<file path="config.mk">
export PLATFORM = sky130hd
export DESIGN_NAME = ex_stage_flat
export DESIGN_NICKNAME = d
export VERILOG_FILES = /design/src/rtl/ex_stage_if.sv /design/src/rtl/ex_stage.sv /design/src/flat_wrapper.sv
export SDC_FILE = /design/constraint.sdc
export NUM_CORES = 1
export LEC_CHECK = 0
export BUFFER_PORTS_ARGS = -buffer_cell sky130_fd_sc_hd__buf_4
export CAP_MARGIN = 40
export CORE_UTILIZATION = 53
export DETAILED_ROUTE_END_ITERATION = 10
export PLACE_DENSITY = 0.91
export SYNTH_ARGS = -nofsm -noshare
export SYNTH_HDL_FRONTEND = slang
export SYNTH_SLANG_ARGS = --single-unit
export TNS_END_PERCENT = 1
</file>
<file path="constraint.sdc">
create_clock -name clk -period 1.9 [get_ports clk]
set_input_delay 0.095 -clock clk [delete_from_list [all_inputs] [get_ports clk]]
set_output_delay 0.095 -clock clk [all_outputs]
set_load 0.1 [all_outputs]
</file>
<file path="src/rtl/ex_stage_if.sv">
// ID/EX -> EX -> EX/MEM bundle for the execute stage.
// The master side is whoever drives the ID/EX register and consumes the
// EX/MEM register (ID stage, MEM stage and fetch redirect logic).
// The slave side is ex_stage itself.
//   ID/EX side : in_valid/in_ready handshake, control bits, operands, rd, PC_new
//   EX/MEM side: out_valid/out_ready handshake, alu_result, store_data, rd_out,
//                registered control bits
//   Fetch side : redirect pulse, redirect_pc, squashing status
interface ex_stage_if;
  logic        in_valid;
  logic        in_ready;
  logic        mem_read_n;
  logic        mem_write_n;
  logic        mem_to_reg_n;
  logic        reg_write_n;
  logic        jumpl_n;
  logic        branch_n;
  logic [31:0] A;
  logic [31:0] B;
  logic [31:0] rs2_data;
  logic [31:0] imm;
  logic [3:0]  alu_select;
  logic [2:0]  func3;
  logic [4:0]  rd;
  logic [31:0] PC_new;

  logic        out_ready;
  logic        out_valid;
  logic [31:0] alu_result;
  logic [31:0] store_data;
  logic [4:0]  rd_out;
  logic        mem_read_out;
  logic        mem_write_out;
  logic        mem_to_reg_out;
  logic        reg_write_out;

  logic        redirect;
  logic [31:0] redirect_pc;
  logic        squashing;

  modport master (
    output in_valid, mem_read_n, mem_write_n, mem_to_reg_n, reg_write_n,
           jumpl_n, branch_n, A, B, rs2_data, imm, alu_select, func3, rd,
           PC_new, out_ready,
    input  in_ready, out_valid, alu_result, store_data, rd_out, mem_read_out,
           mem_write_out, mem_to_reg_out, reg_write_out, redirect,
           redirect_pc, squashing
  );

  modport slave (
    input  in_valid, mem_read_n, mem_write_n, mem_to_reg_n, reg_write_n,
           jumpl_n, branch_n, A, B, rs2_data, imm, alu_select, func3, rd,
           PC_new, out_ready,
    output in_ready, out_valid, alu_result, store_data, rd_out, mem_read_out,
           mem_write_out, mem_to_reg_out, reg_write_out, redirect,
           redirect_pc, squashing
  );
endinterface

</file>
<file path="src/rtl/ex_stage.sv">
// Execute stage: ALU, branch/jump resolution and store-data forwarding,
// registered into the EX/MEM boundary behind a valid/ready handshake.
// A taken branch or jump emits a one-cycle redirect to fetch, then the next
// SQUASH_CNT accepted (wrong-path) instructions are dropped.
// Ports:
//   clk   - rising-edge clock
//   reset - asynchronous, active-low reset
//   bus   - ex_stage_if.slave (ID/EX inputs, EX/MEM outputs, redirect)
module ex_stage #(
  parameter int SQUASH_CNT = 2
) (
  input logic       clk,
  input logic       reset,
  ex_stage_if.slave bus
);
  localparam int DATA_W = 32;
  localparam logic [0:0] RUN    = 1'b0;
  localparam logic [0:0] SQUASH = 1'b1;

  function automatic logic [DATA_W-1:0] alu_calc(
    input logic [3:0]        op,
    input logic [DATA_W-1:0] a,
    input logic [DATA_W-1:0] b
  );
    logic signed [DATA_W-1:0] sa;
    logic signed [DATA_W-1:0] sb;
    sa = a;
    sb = b;
    case (op)
      4'b0000: alu_calc = a & b;
      4'b0001: alu_calc = a | b;
      4'b0010: alu_calc = a + b;
      4'b0011: alu_calc = a ^ b;
      4'b0110: alu_calc = a - b;
      4'b0100: alu_calc = a << b[4:0];
      4'b0101: alu_calc = a >> b[4:0];
      4'b1000: alu_calc = sa >>> b[4:0];
      4'b0111: alu_calc = {{(DATA_W-1){1'b0}}, sa < sb};
      4'b1001: alu_calc = {{(DATA_W-1){1'b0}}, a < b};
      default: alu_calc = '0;
    endcase
  endfunction

  function automatic logic br_cond(
    input logic [2:0]        f3,
    input logic [DATA_W-1:0] a,
    input logic [DATA_W-1:0] b
  );
    logic signed [DATA_W-1:0] sa;
    logic signed [DATA_W-1:0] sb;
    sa = a;
    sb = b;
    case (f3)
      3'b000:  br_cond = (a == b);
      3'b001:  br_cond = (a != b);
      3'b100:  br_cond = (sa < sb);
      3'b101:  br_cond = (sa >= sb);
      3'b110:  br_cond = (a < b);
      3'b111:  br_cond = (a >= b);
      default: br_cond = 1'b0;
    endcase
  endfunction

  logic [0:0]        state;
  logic [2:0]        squash_cnt;
  logic              accept;
  logic              load;
  logic              taken;
  logic [DATA_W-1:0] target;
  logic [DATA_W-1:0] result;

  logic              vld_p1;
  logic [DATA_W-1:0] alu_result_p1;
  logic [DATA_W-1:0] store_data_p1;
  logic [4:0]        rd_p1;
  logic              mem_read_p1;
  logic              mem_write_p1;
  logic              mem_to_reg_p1;
  logic              reg_write_p1;
  logic              redirect_p1;
  logic [DATA_W-1:0] redirect_pc_p1;

  // EX stage: combinational execute of the ID/EX contents
  assign bus.in_ready = !vld_p1 | bus.out_ready;
  assign accept       = bus.in_valid & bus.in_ready;
  // Only RUN executes; accepts during SQUASH are wrong-path and get dropped.
  assign load         = accept & (state == RUN);
  assign taken        = bus.jumpl_n | (bus.branch_n & br_cond(bus.func3, bus.A, bus.rs2_data));
  assign target       = bus.PC_new + bus.imm;
  assign result       = bus.jumpl_n ? bus.PC_new + 32'd4 : alu_calc(bus.alu_select, bus.A, bus.B);

  // EX/MEM boundary
  always_ff @(posedge clk or negedge reset) begin
    if (!reset) begin
      vld_p1        <= 1'b0;
      mem_read_p1   <= 1'b0;
      mem_write_p1  <= 1'b0;
      mem_to_reg_p1 <= 1'b0;
      reg_write_p1  <= 1'b0;
      alu_result_p1 <= '0;
      store_data_p1 <= '0;
      rd_p1         <= '0;
    end else if (load) begin
      vld_p1        <= 1'b1;
      mem_read_p1   <= bus.mem_read_n;
      mem_write_p1  <= bus.mem_write_n;
      mem_to_reg_p1 <= bus.mem_to_reg_n;
      reg_write_p1  <= bus.reg_write_n;
      alu_result_p1 <= result;
      store_data_p1 <= bus.rs2_data;
      rd_p1         <= bus.rd;
    end else if (vld_p1 & bus.out_ready) begin
      // Drained with nothing new: clear controls so MEM sees no side effects.
      vld_p1        <= 1'b0;
      mem_read_p1   <= 1'b0;
      mem_write_p1  <= 1'b0;
      mem_to_reg_p1 <= 1'b0;
      reg_write_p1  <= 1'b0;
    end
  end

  // Redirect is independent of out_ready so it stays a single-cycle pulse.
  always_ff @(posedge clk or negedge reset) begin
    if (!reset) begin
      redirect_p1    <= 1'b0;
      redirect_pc_p1 <= '0;
    end else begin
      redirect_p1 <= load & taken;
      if (load & taken) redirect_pc_p1 <= target;
    end
  end

  always_ff @(posedge clk or negedge reset) begin
    if (!reset) begin
      state      <= RUN;
      squash_cnt <= '0;
    end else if (load & taken) begin
      state      <= SQUASH;
      squash_cnt <= 3'(SQUASH_CNT);
    end else if ((state == SQUASH) && accept) begin
      squash_cnt <= squash_cnt - 3'd1;
      if (squash_cnt == 3'd1) state <= RUN;
    end
  end

  assign bus.out_valid      = vld_p1;
  assign bus.alu_result     = alu_result_p1;
  assign bus.store_data     = store_data_p1;
  assign bus.rd_out         = rd_p1;
  assign bus.mem_read_out   = mem_read_p1;
  assign bus.mem_write_out  = mem_write_p1;
  assign bus.mem_to_reg_out = mem_to_reg_p1;
  assign bus.reg_write_out  = reg_write_p1;
  assign bus.redirect       = redirect_p1;
  assign bus.redirect_pc    = redirect_pc_p1;
  assign bus.squashing      = (state == SQUASH);
endmodule

</file>
<file path="src/flat_wrapper.sv">
// flat-port wrapper written by rule: the top's interface ports become plain ports
module ex_stage_flat 
#(
  parameter int SQUASH_CNT = 2
)
  (clk, reset, bus_in_valid, bus_mem_read_n, bus_mem_write_n, bus_mem_to_reg_n, bus_reg_write_n, bus_jumpl_n, bus_branch_n, bus_A, bus_B, bus_rs2_data, bus_imm, bus_alu_select, bus_func3, bus_rd, bus_PC_new, bus_out_ready, bus_in_ready, bus_out_valid, bus_alu_result, bus_store_data, bus_rd_out, bus_mem_read_out, bus_mem_write_out, bus_mem_to_reg_out, bus_reg_write_out, bus_redirect, bus_redirect_pc, bus_squashing);
  ex_stage_if bus_i ();
  input logic clk;
  input logic reset;
  input wire logic [$bits(bus_i.in_valid)-1:0] bus_in_valid;
  input wire logic [$bits(bus_i.mem_read_n)-1:0] bus_mem_read_n;
  input wire logic [$bits(bus_i.mem_write_n)-1:0] bus_mem_write_n;
  input wire logic [$bits(bus_i.mem_to_reg_n)-1:0] bus_mem_to_reg_n;
  input wire logic [$bits(bus_i.reg_write_n)-1:0] bus_reg_write_n;
  input wire logic [$bits(bus_i.jumpl_n)-1:0] bus_jumpl_n;
  input wire logic [$bits(bus_i.branch_n)-1:0] bus_branch_n;
  input wire logic [$bits(bus_i.A)-1:0] bus_A;
  input wire logic [$bits(bus_i.B)-1:0] bus_B;
  input wire logic [$bits(bus_i.rs2_data)-1:0] bus_rs2_data;
  input wire logic [$bits(bus_i.imm)-1:0] bus_imm;
  input wire logic [$bits(bus_i.alu_select)-1:0] bus_alu_select;
  input wire logic [$bits(bus_i.func3)-1:0] bus_func3;
  input wire logic [$bits(bus_i.rd)-1:0] bus_rd;
  input wire logic [$bits(bus_i.PC_new)-1:0] bus_PC_new;
  input wire logic [$bits(bus_i.out_ready)-1:0] bus_out_ready;
  output wire logic [$bits(bus_i.in_ready)-1:0] bus_in_ready;
  output wire logic [$bits(bus_i.out_valid)-1:0] bus_out_valid;
  output wire logic [$bits(bus_i.alu_result)-1:0] bus_alu_result;
  output wire logic [$bits(bus_i.store_data)-1:0] bus_store_data;
  output wire logic [$bits(bus_i.rd_out)-1:0] bus_rd_out;
  output wire logic [$bits(bus_i.mem_read_out)-1:0] bus_mem_read_out;
  output wire logic [$bits(bus_i.mem_write_out)-1:0] bus_mem_write_out;
  output wire logic [$bits(bus_i.mem_to_reg_out)-1:0] bus_mem_to_reg_out;
  output wire logic [$bits(bus_i.reg_write_out)-1:0] bus_reg_write_out;
  output wire logic [$bits(bus_i.redirect)-1:0] bus_redirect;
  output wire logic [$bits(bus_i.redirect_pc)-1:0] bus_redirect_pc;
  output wire logic [$bits(bus_i.squashing)-1:0] bus_squashing;
  assign bus_i.in_valid = bus_in_valid;
  assign bus_i.mem_read_n = bus_mem_read_n;
  assign bus_i.mem_write_n = bus_mem_write_n;
  assign bus_i.mem_to_reg_n = bus_mem_to_reg_n;
  assign bus_i.reg_write_n = bus_reg_write_n;
  assign bus_i.jumpl_n = bus_jumpl_n;
  assign bus_i.branch_n = bus_branch_n;
  assign bus_i.A = bus_A;
  assign bus_i.B = bus_B;
  assign bus_i.rs2_data = bus_rs2_data;
  assign bus_i.imm = bus_imm;
  assign bus_i.alu_select = bus_alu_select;
  assign bus_i.func3 = bus_func3;
  assign bus_i.rd = bus_rd;
  assign bus_i.PC_new = bus_PC_new;
  assign bus_i.out_ready = bus_out_ready;
  assign bus_in_ready = bus_i.in_ready;
  assign bus_out_valid = bus_i.out_valid;
  assign bus_alu_result = bus_i.alu_result;
  assign bus_store_data = bus_i.store_data;
  assign bus_rd_out = bus_i.rd_out;
  assign bus_mem_read_out = bus_i.mem_read_out;
  assign bus_mem_write_out = bus_i.mem_write_out;
  assign bus_mem_to_reg_out = bus_i.mem_to_reg_out;
  assign bus_reg_write_out = bus_i.reg_write_out;
  assign bus_redirect = bus_i.redirect;
  assign bus_redirect_pc = bus_i.redirect_pc;
  assign bus_squashing = bus_i.squashing;
  ex_stage #(.SQUASH_CNT(SQUASH_CNT)) u_core (.clk(clk), .reset(reset), .bus(bus_i));
endmodule
</file>
==> metrics list, run 1 <==
- First error: [ERROR GRT-0116] Global routing finished with congestion. Check the congestion regions in the DRC Viewer.
- The congestion estimate from routability-driven global placement came to 1.31.
* Mux cell area share after synthesis: 0.132
- For this configuration, the core starts out at a cell density of 0.539.
* CTS Sinks: 111
* Depth of the CTS H-tree: 3
* Wire length of the first global-routing pass: 188 mm
- Counting flops and latches in the post-synthesis netlist gives 111.
* Number of global-route vias before repair: 28542
- Of the total synthesized cell area, the portion taken by XOR and XNOR cells is 0.0317.
* Ys flop type: dfrtp_1
* Cell count after placement: 3216
* Synthesized-area fraction occupied by ao, oa, aoi and oai cells: 0.265
- The flow did not finish.
* Adder-Cell Fraction of Synth Area: 0.131
- Fraction of the mapped netlist area in simple logic gates: 0.200
- From left edge to right edge, the die measures 176 um.
- Yosys mapped a number of flops with a built-in enable equal to 0.
- The number of nets in the synthesized netlist is 2413.
- Summed over all layers, the global routing overflow is 510.
* Number of buffers inserted during clock tree synthesis: 9
- The cell sitting at the root of the clock tree is a clkbuf_16.
- Row generation in the floorplan step produced 63 rows.
- Number of buffer cells added on primary ports: 290
- Clk buf depth: 2
- Warnings, synthesis: 0
* Largest net degree at the start of global routing: 86
- In this run the cell area measured after placement is 0.0229 sq mm.
- Stage where the flow stopped: global routing
- Synthesized instance count: 2065
- Pin placement for this block handled 291 I/O pins.
- The share of the Yosys chip area taken by registers is 0.173.
- HPWL after detailed placement: 64.7 mm
- Unique masters post-synth: 88
- For this run, asynchronously set or reset flops after synthesis account for 1.00.
- Post-synthesis average cell area: 7.76 sq um
- Overall Global Routing Usage: 0.801
- Die Height: 176 um
* Main combinational cell family by area after synthesis: compound AO/OA/AOI/OAI gates
* Netlist area before placement: 0.0160 sq mm
[kinds of logic after synthesis]
group	Yosys count
simple gates	684
fa+ha+maj	166
mux	126
buf+inv	272
xor+xnor	58
flops	111
compound gates	648
[cell usage after synthesis (24+ instances only)]
library cell / number / share of area
nand2_1: 209 / 0.049
nor2_1: 197 / 0.046
a21oi_1: 170 / 0.053
ha_1: 163 / 0.13
o21ai_0: 160 / 0.050
inv_1: 144 / 0.034
dfrtp_1: 111 / 0.17
clkbuf_1: 91 / 0.021
mux4_2: 67 / 0.094
nand3_1: 63 / 0.020
nor3_1: 47 / 0.015
mux2i_1: 43 / 0.027
xnor2_1: 34 / 0.019
a21o_1: 33 / 0.015
a221oi_1: 28 / 0.015
a211oi_1: 26 / 0.012
nand4_1: 24 / 0.0094
xor2_1: 24 / 0.013
[layer usage]
layer | track usage | GRT overflow
met1 | 0.781 | 34
met2 | 0.932 | 275
met3 | 0.705 | 31
met4 | 0.806 | 168
met5 | 0.463 | 2
[metrics by stage]
step	TNS (ns)	setup WS [ns]
after floorplan	-86.46	-1.09
after detailed placement	-75.40	-1.36
after global placement	-65.56	-1.18
after CTS	-29.56	-0.589
[repair_timing]
action / 4_1_cts
pin swaps: 55
setup buffers: 32
setup endpoints to repair: 105
gates resized for setup: 179
hold buffers: 11
endpoints found under the hold margin: 42
==> run 2, diff against run 1 <==
--- a/config.mk
+++ b/config.mk
@@ -7,9 +7,9 @@
 export LEC_CHECK = 0
 export BUFFER_PORTS_ARGS = -buffer_cell sky130_fd_sc_hd__buf_4
 export CAP_MARGIN = 40
-export CORE_UTILIZATION = 53
+export CORE_UTILIZATION = 40
 export DETAILED_ROUTE_END_ITERATION = 10
-export PLACE_DENSITY = 0.91
+export PLACE_DENSITY_LB_ADDON = 0.15
 export SYNTH_ARGS = -nofsm -noshare
 export SYNTH_HDL_FRONTEND = slang
 export SYNTH_SLANG_ARGS = --single-unit
==> constraint.sdc (replaced) <==
create_clock -name clk -period 2.5 [get_ports clk]
set_input_delay 0.125 -clock clk [delete_from_list [all_inputs] [get_ports clk]]
set_output_delay 0.125 -clock clk [all_outputs]
set_load 0.1 [all_outputs]
==> run 2 against run 1 <==
  * The flow now finishes, with violations (negative setup slack)
  * Synthesized cell count is the same
  * Synthesized area is the same
==> metrics list, run 2 <==
- For this run, design rule violations remaining after detail routing come to 0.
- Die footprint: 0.0409 sq mm
- Placement Cell Area: 0.0232 sq mm (+1.2%)
- After synthesis, the cell types taking the most area are dfrtp_1 17%, ha_1 13%, mux4_2 9.4%, a21oi_1 5.3%, o21ai_0 5.0%.
- Fin. max-slew vios: 0
* Final routed wirelength across all metal layers: 85.7 mm
* Setup repair after global routing missed its margin: true
* Fill cell total of the finished layout: 3514
- Post-synthesis average cell area: 7.76 sq um (unchanged)
* Number of buffers inserted during clock tree synthesis: 9 (unchanged)
- The count of flip-flops with a built-in enable after synthesis came to 0 (unchanged).
- Reg-to-reg endpoint: u_core.bus.alu_result[19]$_DFFE_PN0P_
- Number of antenna violations at the first check in global routing: 2
* Final antenna diode count: 0
- In the final layout, the multi-input gates occupy 0.0130 sq mm.
- Actual transition at the worst max-transition pin: 0.783 ns
* Final non-filler cell area: 0.0248 sq mm
- Critical-path top delay cell: or4_4
- STA classifies the critical path startpoint as an input pin.
* Depth of the CTS H-tree: 3 (unchanged)
- The post-synthesis instance total is 2065 (unchanged).
- For the worst flop-to-flop path, the logic depth is 10.
- In this run the remaining antenna-violating nets after routing total 0.
- After clock tree synthesis, the clock-pin slew on the worst setup and hold paths is 0.09 ns.
- In the final routed layout, each cell accounts on average for 25.1 um.
- Final Worst Setup Slack: -0.221 ns
- Worst slew margin: 0.476
* Clock insertion delay at the later pin of the skew report: 0.39 ns
- Final layout net count: 3238
- The run finished, with violations left.
* Remaining Overflow, GRT: 0
* Hold path start: bus_rs2_data[9]
- Cell with the most instances after synthesis: nand2_1
- In the final layout, flip-flops and latches occupy 0.00278 sq mm.
- The effective utilization at floorplan was 0.410 (-0.129).
- Worst path most repeated cell: buf_12
* Leakage power total: 0.0119 uW
- Across the run, the number of max-cap violations was 0.
- Data on the critical path arrives at its endpoint at 3.01 ns.
- The weighted congestion at the end of routability-driven global placement is 1.05 (-20%).
- The detailed router placed 20754 vias in this run.
- Unique masters post-synth: 88 (unchanged)
- Wire length of the first global-routing pass: 125 mm
* Number of buffer cells added on primary ports: 290 (unchanged)
- Cell-by-cell trace of the critical path: buf_12 > buf_12 > ha_4 > nand4_1 > or4_4 > nor3_4 > or3b_4 > a211o_1 > a31oi_4 > nor2_4 > buf_12 > buf_8 > buf_6 > mux2_4
* Number of global-route vias before repair: 20093
* Top-Level Pins: 291 (unchanged)
- Netlist area before placement: 0.0160 sq mm (unchanged)
* Slack of the worst reg-to-reg path: 0.11 ns
- TritonCTS clock tree: done
- The worst-case clock buffer depth was 2 (unchanged).
* Final total negative setup slack: -5.12 ns
* First-iteration detailed-routing DRC count: 2243
- Clk Tree Root Cell: clkbuf_16
- The fraction of the yosys area taken by sequential cells is 0.173 (unchanged).
* Commonest cells after routing, fill and taps aside: 879 x buf_4, 208 x nand2_1, 191 x nor2_1, 157 x a21oi_1, 150 x ha_1
- Most common cell after layout, fill and taps aside: buf_4
- Endpoint with the worst hold slack: u_core.bus.store_data[9]$_DFFE_PN0P_
* Area of the core region: 0.0391 sq mm
- Ys flop type: dfrtp_1
* Detailed-route vias per instance: 6.08
* Final period utilization: 1.09
* Largest area contributor in the netlist: dfrtp_1
- The vertical die dimension is 202 um (+15%).
- Of the cells placed in the final design, the portion with a size suffix greater than 1 is 0.403.
- Across the routed clock network, the largest skew measured is 0.00894 ns.
* Overall Global Routing Usage: 0.406
- The area share of the leading cell type in the synthesized netlist was 0.173 (unchanged).
* Failing checks: negative setup slack
* Worst min path class: input pin to flop
* Row count: 72 (+14%)
- The synthesized flop and latch total was 111 (unchanged).
- HPWL after detailed placement: 69.9 mm (+7.9%)
* Area growth, synth to finish: 54.9%
- The horizontal die dimension came to 202 um (+15%).
- Based on the critical path, the design can be clocked at up to 0.367 GHz.
* Top post-synthesis cells by count: 209 x nand2_1, 197 x nor2_1, 170 x a21oi_1
- Time the final worst path needs with I/O delays and setup: 2.72 ns
- Along the worst path, the maximum fanout reaches 7.
- Length of the first detailed-routing pass in iterations: 8
- Sort of element at the end of the critical path: flop
- The proportion of register bits with asynchronous set or reset after synthesis came to 1.00 (unchanged).
- Largest net degree at the start of global routing: 80
- Crit path kind: input pin to flop
- Data on the critical path is required at its endpoint by 2.79 ns.
* PD cells: 739 mW/mm^2
- In this run the critical register-to-register path is launched from u_core.bus.out_valid$_DFFE_PN0P_.
- The net count after synthesis is 2413 (unchanged).
* Maximum vdd drop: 0.000663 V
- Count of final hold-check violations: 0
- The worst setup timing slack at the placement stage is -0.920 ns (+0.440 ns).
- In this design, the stage delay of the slowest critical-path cell is 0.63 ns.
- The synthesis warning total came to 0 (unchanged).
* Final setup vio count: 48
* Hold depth: 3
* CTS Sinks: 111 (unchanged)
[run 2: cell counts after synthesis]
No cell type changed its count.
[run 2: critical path, delay by kind of cell]
family | cells | cell delay [ns]
AO/OA/AOI/OAI | 2 | 0.26
adder cells (fa/ha/maj) | 1 | 0.26
buffers and inverters | 5 | 0.63
multiplexers | 1 | 0.28
AND/OR/NAND/NOR | 5 | 1.45
[run 2: logic make-up (layout without fill, tap and decap cells)]
kind of cell	Yosys count	in the layout	synth area share
multiplexers	126	126	0.132
AND/OR/NAND/NOR	684	684	0.200
adder cells (fa/ha/maj)	166	166	0.131
flip-flops	111	111	0.173
buffers and inverters	272	1102	0.0675
AO/OA/AOI/OAI	648	648	0.265
XOR/XNOR	58	58	0.0317
[run 2: metrics by stage]
stage / std cells / utilization / hold slack [ns] / total power, uW
2_1_floorplan: 2065 / - / -0.171 / 12000
3_3_place_gp: 3348 / 0.593 / 0.132 / 16100
3_5_place_dp: 3348 / 0.593 / 0.140 / 16200
4_1_cts: 3379 / 0.609 / 0.00506 / 17900
5_1_grt: 3413 / 0.635 / 0.0123 / 19000
6_report: 3413 / 0.635 / 0.0186 / 18300
[run 2: worst max-delay path by stage]
| stage | from | to | slack, ns | cells past startpoint |
|---|---|---|---|---|
| global placement | bus_A[15] | u_core.bus.redirect_pc[31]$_DFFE_PN0P_ | -0.81 | 13 |
| finish | bus_A[18] | u_core.bus.redirect_pc[8]$_DFFE_PN0P_ | -0.22 | 14 |
| CTS | bus_B[0] | u_core.bus.alu_result[31]$_DFFE_PN0P_ | -0.19 | 12 |
| floorplan | bus_B[1] | u_core.bus.alu_result[26]$_DFFE_PN0P_ | -0.52 | 15 |
| detailed placement | bus_A[15] | u_core.bus.redirect_pc[31]$_DFFE_PN0P_ | -0.92 | 13 |
| global route | bus_B[14] | u_core.bus.alu_result[26]$_DFFE_PN0P_ | -0.34 | 16 |
[run 2: cell type report]
type	count	area share
Multi-Input combinational cell	1682	0.523
Clock inverter	7	0.00317
Tap cell	518	0.0261
Inverter	148	0.0226
Sequential cell	111	0.112
Clock buffer	9	0.00907
Timing Repair Buffer	938	0.305
[run 2: per-layer routing]
layer	up-vias	wire length, um	GRT usage
met4	4	5520	0.220
li1	9308	-	-
met3	268	8430	0.0734
met1	9893	33800	0.528
met2	1281	38000	0.638
met5	-	25	0
[run 2: power by group]
group / total, uW / switching (uW) / internal [uW]
clock network: 1570 / 847 / 725
registers: 3160 / 517 / 2640
logic: 13600 / 9740 / 3870
total: 18300 / 11100 / 7240
[run 2: timing repair]
action / CTS / global route
setup endpoints to repair: 62 / 65
hold buffers: 12 / 0
pin swaps: 7 / 51
gates resized for setup: 33 / 156
buffers inserted: 3 / 32
endpoints found under the hold margin: 49 / 0
cloned: 1 / 3
(Power assumes the default switching activity.)
==> run 3, diff against run 2 <==
--- a/config.mk
+++ b/config.mk
@@ -9,7 +9,9 @@
 export CAP_MARGIN = 40
 export CORE_UTILIZATION = 40
 export DETAILED_ROUTE_END_ITERATION = 10
+export GPL_TIMING_DRIVEN = 0
 export PLACE_DENSITY_LB_ADDON = 0.15
+export SETUP_SLACK_MARGIN = 0.05
 export SYNTH_ARGS = -nofsm -noshare
 export SYNTH_HDL_FRONTEND = slang
 export SYNTH_SLANG_ARGS = --single-unit
==> run 3 against run 2 <==
  * Critical endpoint is now u_core.bus.alu_result[21]$_DFFE_PN0P_
  * Core utilization decreased by 10 points
  * Setup slack got worse by 0.24 ns
  * Clock-buffer cell count unchanged
  * Highest routed layer unchanged
  * Sequential cell count is the same
  * Clock skew is 0.0047 ns higher
  * Largest cell class unchanged
  * Cell count is 13% lower
  * Combinational power down 7%
  * Sequential power barely moved
  * The flow still finishes with violations (negative setup slack)
  * Via count down 7.2%
==> metrics list, run 3 (synthesis gave the netlist of run 2 again) <==
* Post-route non-filler standard cell count: 2954 (-13%)
* Final period utilization: 1.18 (+0.0961)
- Die X: 202 um (unchanged)
* Placement Cell Area: 0.0191 sq mm (-18%)
- Depth of the CTS H-tree: 3 (unchanged)
- The clock transition at the registers of the reported paths is 0.09 ns (about the same).
- Actual transition at the worst max-transition pin: 0.876 ns (+0.0931 ns)
* Final Worst Setup Slack: -0.462 ns (-0.240 ns)
* Kind of start point of the critical path: input pin
- Failing checks: negative setup slack
- Clock insertion delay at the later pin of the skew report: 0.38 ns (about the same)
* Number of antenna violations at the first check in global routing: 3 (+1)
* Maximum vdd drop: 0.000776 V (+17%)
* Die footprint: 0.0409 sq mm (unchanged)
- Count of final hold-check violations: 0 (unchanged)
* Number of buffer cells added on primary ports: 289 (-0.34%)
- The worst hold slack is 0.0275 ns (+0.00886 ns).
- The worst setup path is of the input pin to flop kind.
- Via Count: 19253 (-7.2%)
- The I/O pin count came to 291 (unchanged).
- Clk Tree Root Cell: clkbuf_16
- The via density per instance was 6.52 (+7.2%).
* Leakage power total: 0.00925 uW (-22%)
* Setup repair after global routing missed its margin: true
- Fin. max-slew vios: 0 (unchanged)
- The post-placement cell count is 2879 (-14%).
- The worst-case clock buffer depth was 2 (unchanged).
- The half-perimeter wire length of the detailed placement result came to 66.6 mm (-4.6%).
* Final total negative setup slack: -14.45 ns (-9.33 ns)
* Max Fclk: 0.338 GHz (-8.1%)
- Overall Global Routing Usage: 0.397 (-0.00897)
* Remaining Overflow, GRT: 0 (unchanged)
- Weighted congestion at the end of routability-driven global placement: 1.06 (+1.5%)
- The data arrival time of the worst path is 3.24 ns (+0.23 ns).
- Layout cell share with drive strength beyond 1: 0.267 (-0.135)
* Final routed wirelength across all metal layers: 83.2 mm (-3.0%)
* Time the final worst path needs with I/O delays and setup: 2.96 ns (+0.240 ns)
- Final non-filler cell area: 0.0209 sq mm (-16%)
- The average wire per cell in the routed design is 28.1 um (+12%).
* Biggest fanout along the worst timing path: 11 (+4)
- Area growth, synth to finish: 30.7%
- Final core area utilization: 0.536 (-0.0995)
- Status: finished, violations left
- Initial core utilization: 0.410 (unchanged)
- The number of core rows is 72 (unchanged).
* First-iteration detailed-routing DRC count: 2062 (-8.1%)
- Worst-case clock skew: 0.0137 ns (+0.00475 ns)
- The worst path required time is 2.77 ns (-0.02 ns).
* Worst min path class: input pin to flop
- The tightest slew margin relative to the limit came to 0.414 (-0.0626).
- The vertical die dimension is 202 um (unchanged).
- Number of buffers inserted during clock tree synthesis: 9 (unchanged)
* CTS Sinks: 111 (unchanged)
* Wire length of the first global-routing pass: 121 mm (-3.2%)
- STA classifies the critical path endpoint as a flop.
- Length of the first detailed-routing pass in iterations: 5 (-3)
- PD cells: 826 mW/mm^2 (+12%)
- TritonCTS clock tree: done
- The final antenna-violating net count came to 0 (unchanged).
- Maximum Capacitance Violations: 0 (unchanged)
* Final layout net count: 2778 (-14%)
* Most common cell after layout, fill and taps aside: buf_4
- Area of the core region: 0.0391 sq mm (unchanged)
* Largest net degree at the start of global routing: 84 (+5.0%)
* Number of global-route vias before repair: 18329 (-8.8%)
- Final setup vio count: 64 (+33%)
- Leaving out fill and tap cells, the most frequent cells in the layout are 341 x buf_4, 207 x nand2_1, 193 x nor2_1, 154 x a21oi_1, 150 x ha_1.
* DRC violations left: 0 (unchanged)
## run 3: cell types whose count changed in the layout (fill, tap and decap cells not counted), sizes merged
| cell | delta |
|---|---|
| clkdlybuf4s15 | +1 |
| dlygate4sd3 | -1 |
| clkinvlp | +4 |
| clkbuf | +81 |
| buf | -540 |
| diode | +1 |
| clkinv | +2 |
| bufbuf | -1 |
| inv | -6 |
## run 3: repair_timing
action,CTS,global route
pin swaps,24,48
hold buffers,11,0
gates resized for setup,137,128
cloned,0,0
buffers inserted,24,30
hold endpoints to repair,38,0
endpoints found under the setup margin,111,107
## run 3: critical path, cell delays in order
cell,delay (ns)
buf_4,0.18
clkinvlp_4,0.12
clkbuf_8,0.20
ha_4,0.30
o21ai_1,0.19
nand2b_1,0.15
a311o_2,0.49
a41o_4,0.30
or2_4,0.25
a221o_1,0.31
a21oi_2,0.25
nor2_1,0.07
a221o_1,0.28
## run 3: path summary, 6_finish.rpt
path                                                            start                                     end  slack (ns)  depth (start not counted)
worst max-delay path                                         bus_B[4]   u_core.bus.alu_result[21]$_DFFE_PN0P_       -0.46                         13
worst min-delay path                                  bus_rs2_data[7]    u_core.bus.store_data[7]$_DFFE_PN0P_        0.03                          3
worst max register to register       u_core.bus.out_valid$_DFFE_PN0P_   u_core.bus.alu_result[26]$_DFFE_PN0P_       -0.03                          9
worst min register to register  u_core.bus.alu_result[11]$_DFFE_PN0P_   u_core.bus.alu_result[11]$_DFFE_PN0P_        0.49                          2
max in group asynchronous                                       reset  u_core.bus.redirect_pc[30]$_DFFE_PN0P_        1.55                          3
min in group asynchronous                                       reset    u_core.bus.mem_write_out$_DFFE_PN0P_        0.22                          2
## run 3: layout make-up
| cell class | instances | area, sq um |
|---|---|---|
| Antenna cell | 1 | 2.50 |
| Buffer | 119 | 751 |
| Clock buffer | 9 | 225 |
| Clock inverter | 7 | 77.6 |
| Fill cell | 3756 | 18200 |
| Inverter | 148 | 596 |
| Multi-Input combinational cell | 1682 | 13100 |
| Sequential cell | 111 | 2780 |
| Tap cell | 518 | 648 |
| Timing Repair Buffer | 359 | 2770 |
## run 3: metrics by stage
step | setup WS, ns | total power [uW]
5_1_grt | -0.467 | 17900
3_3_place_gp | -1.93 | 15200
4_1_cts | -0.435 | 17000
3_5_place_dp | -1.91 | 15300
6_report | -0.462 | 17300
2_1_floorplan | -0.521 | 12000
## run 3: metal layers
metal	vias to the layer above	wire length, um	track usage
li1	8377	-	-
met1	9377	33200	0.515
met2	1256	36500	0.614
met3	239	8870	0.103
met4	4	4520	0.191
met5	-	34	0
## run 3: power by group
part	internal [uW]	switching (uW)	leakage [uW]	total, uW
Sequential	2640	523	0.00135	3160
Clock	711	795	0.000144	1510
Combinational	3050	9590	0.00775	12600
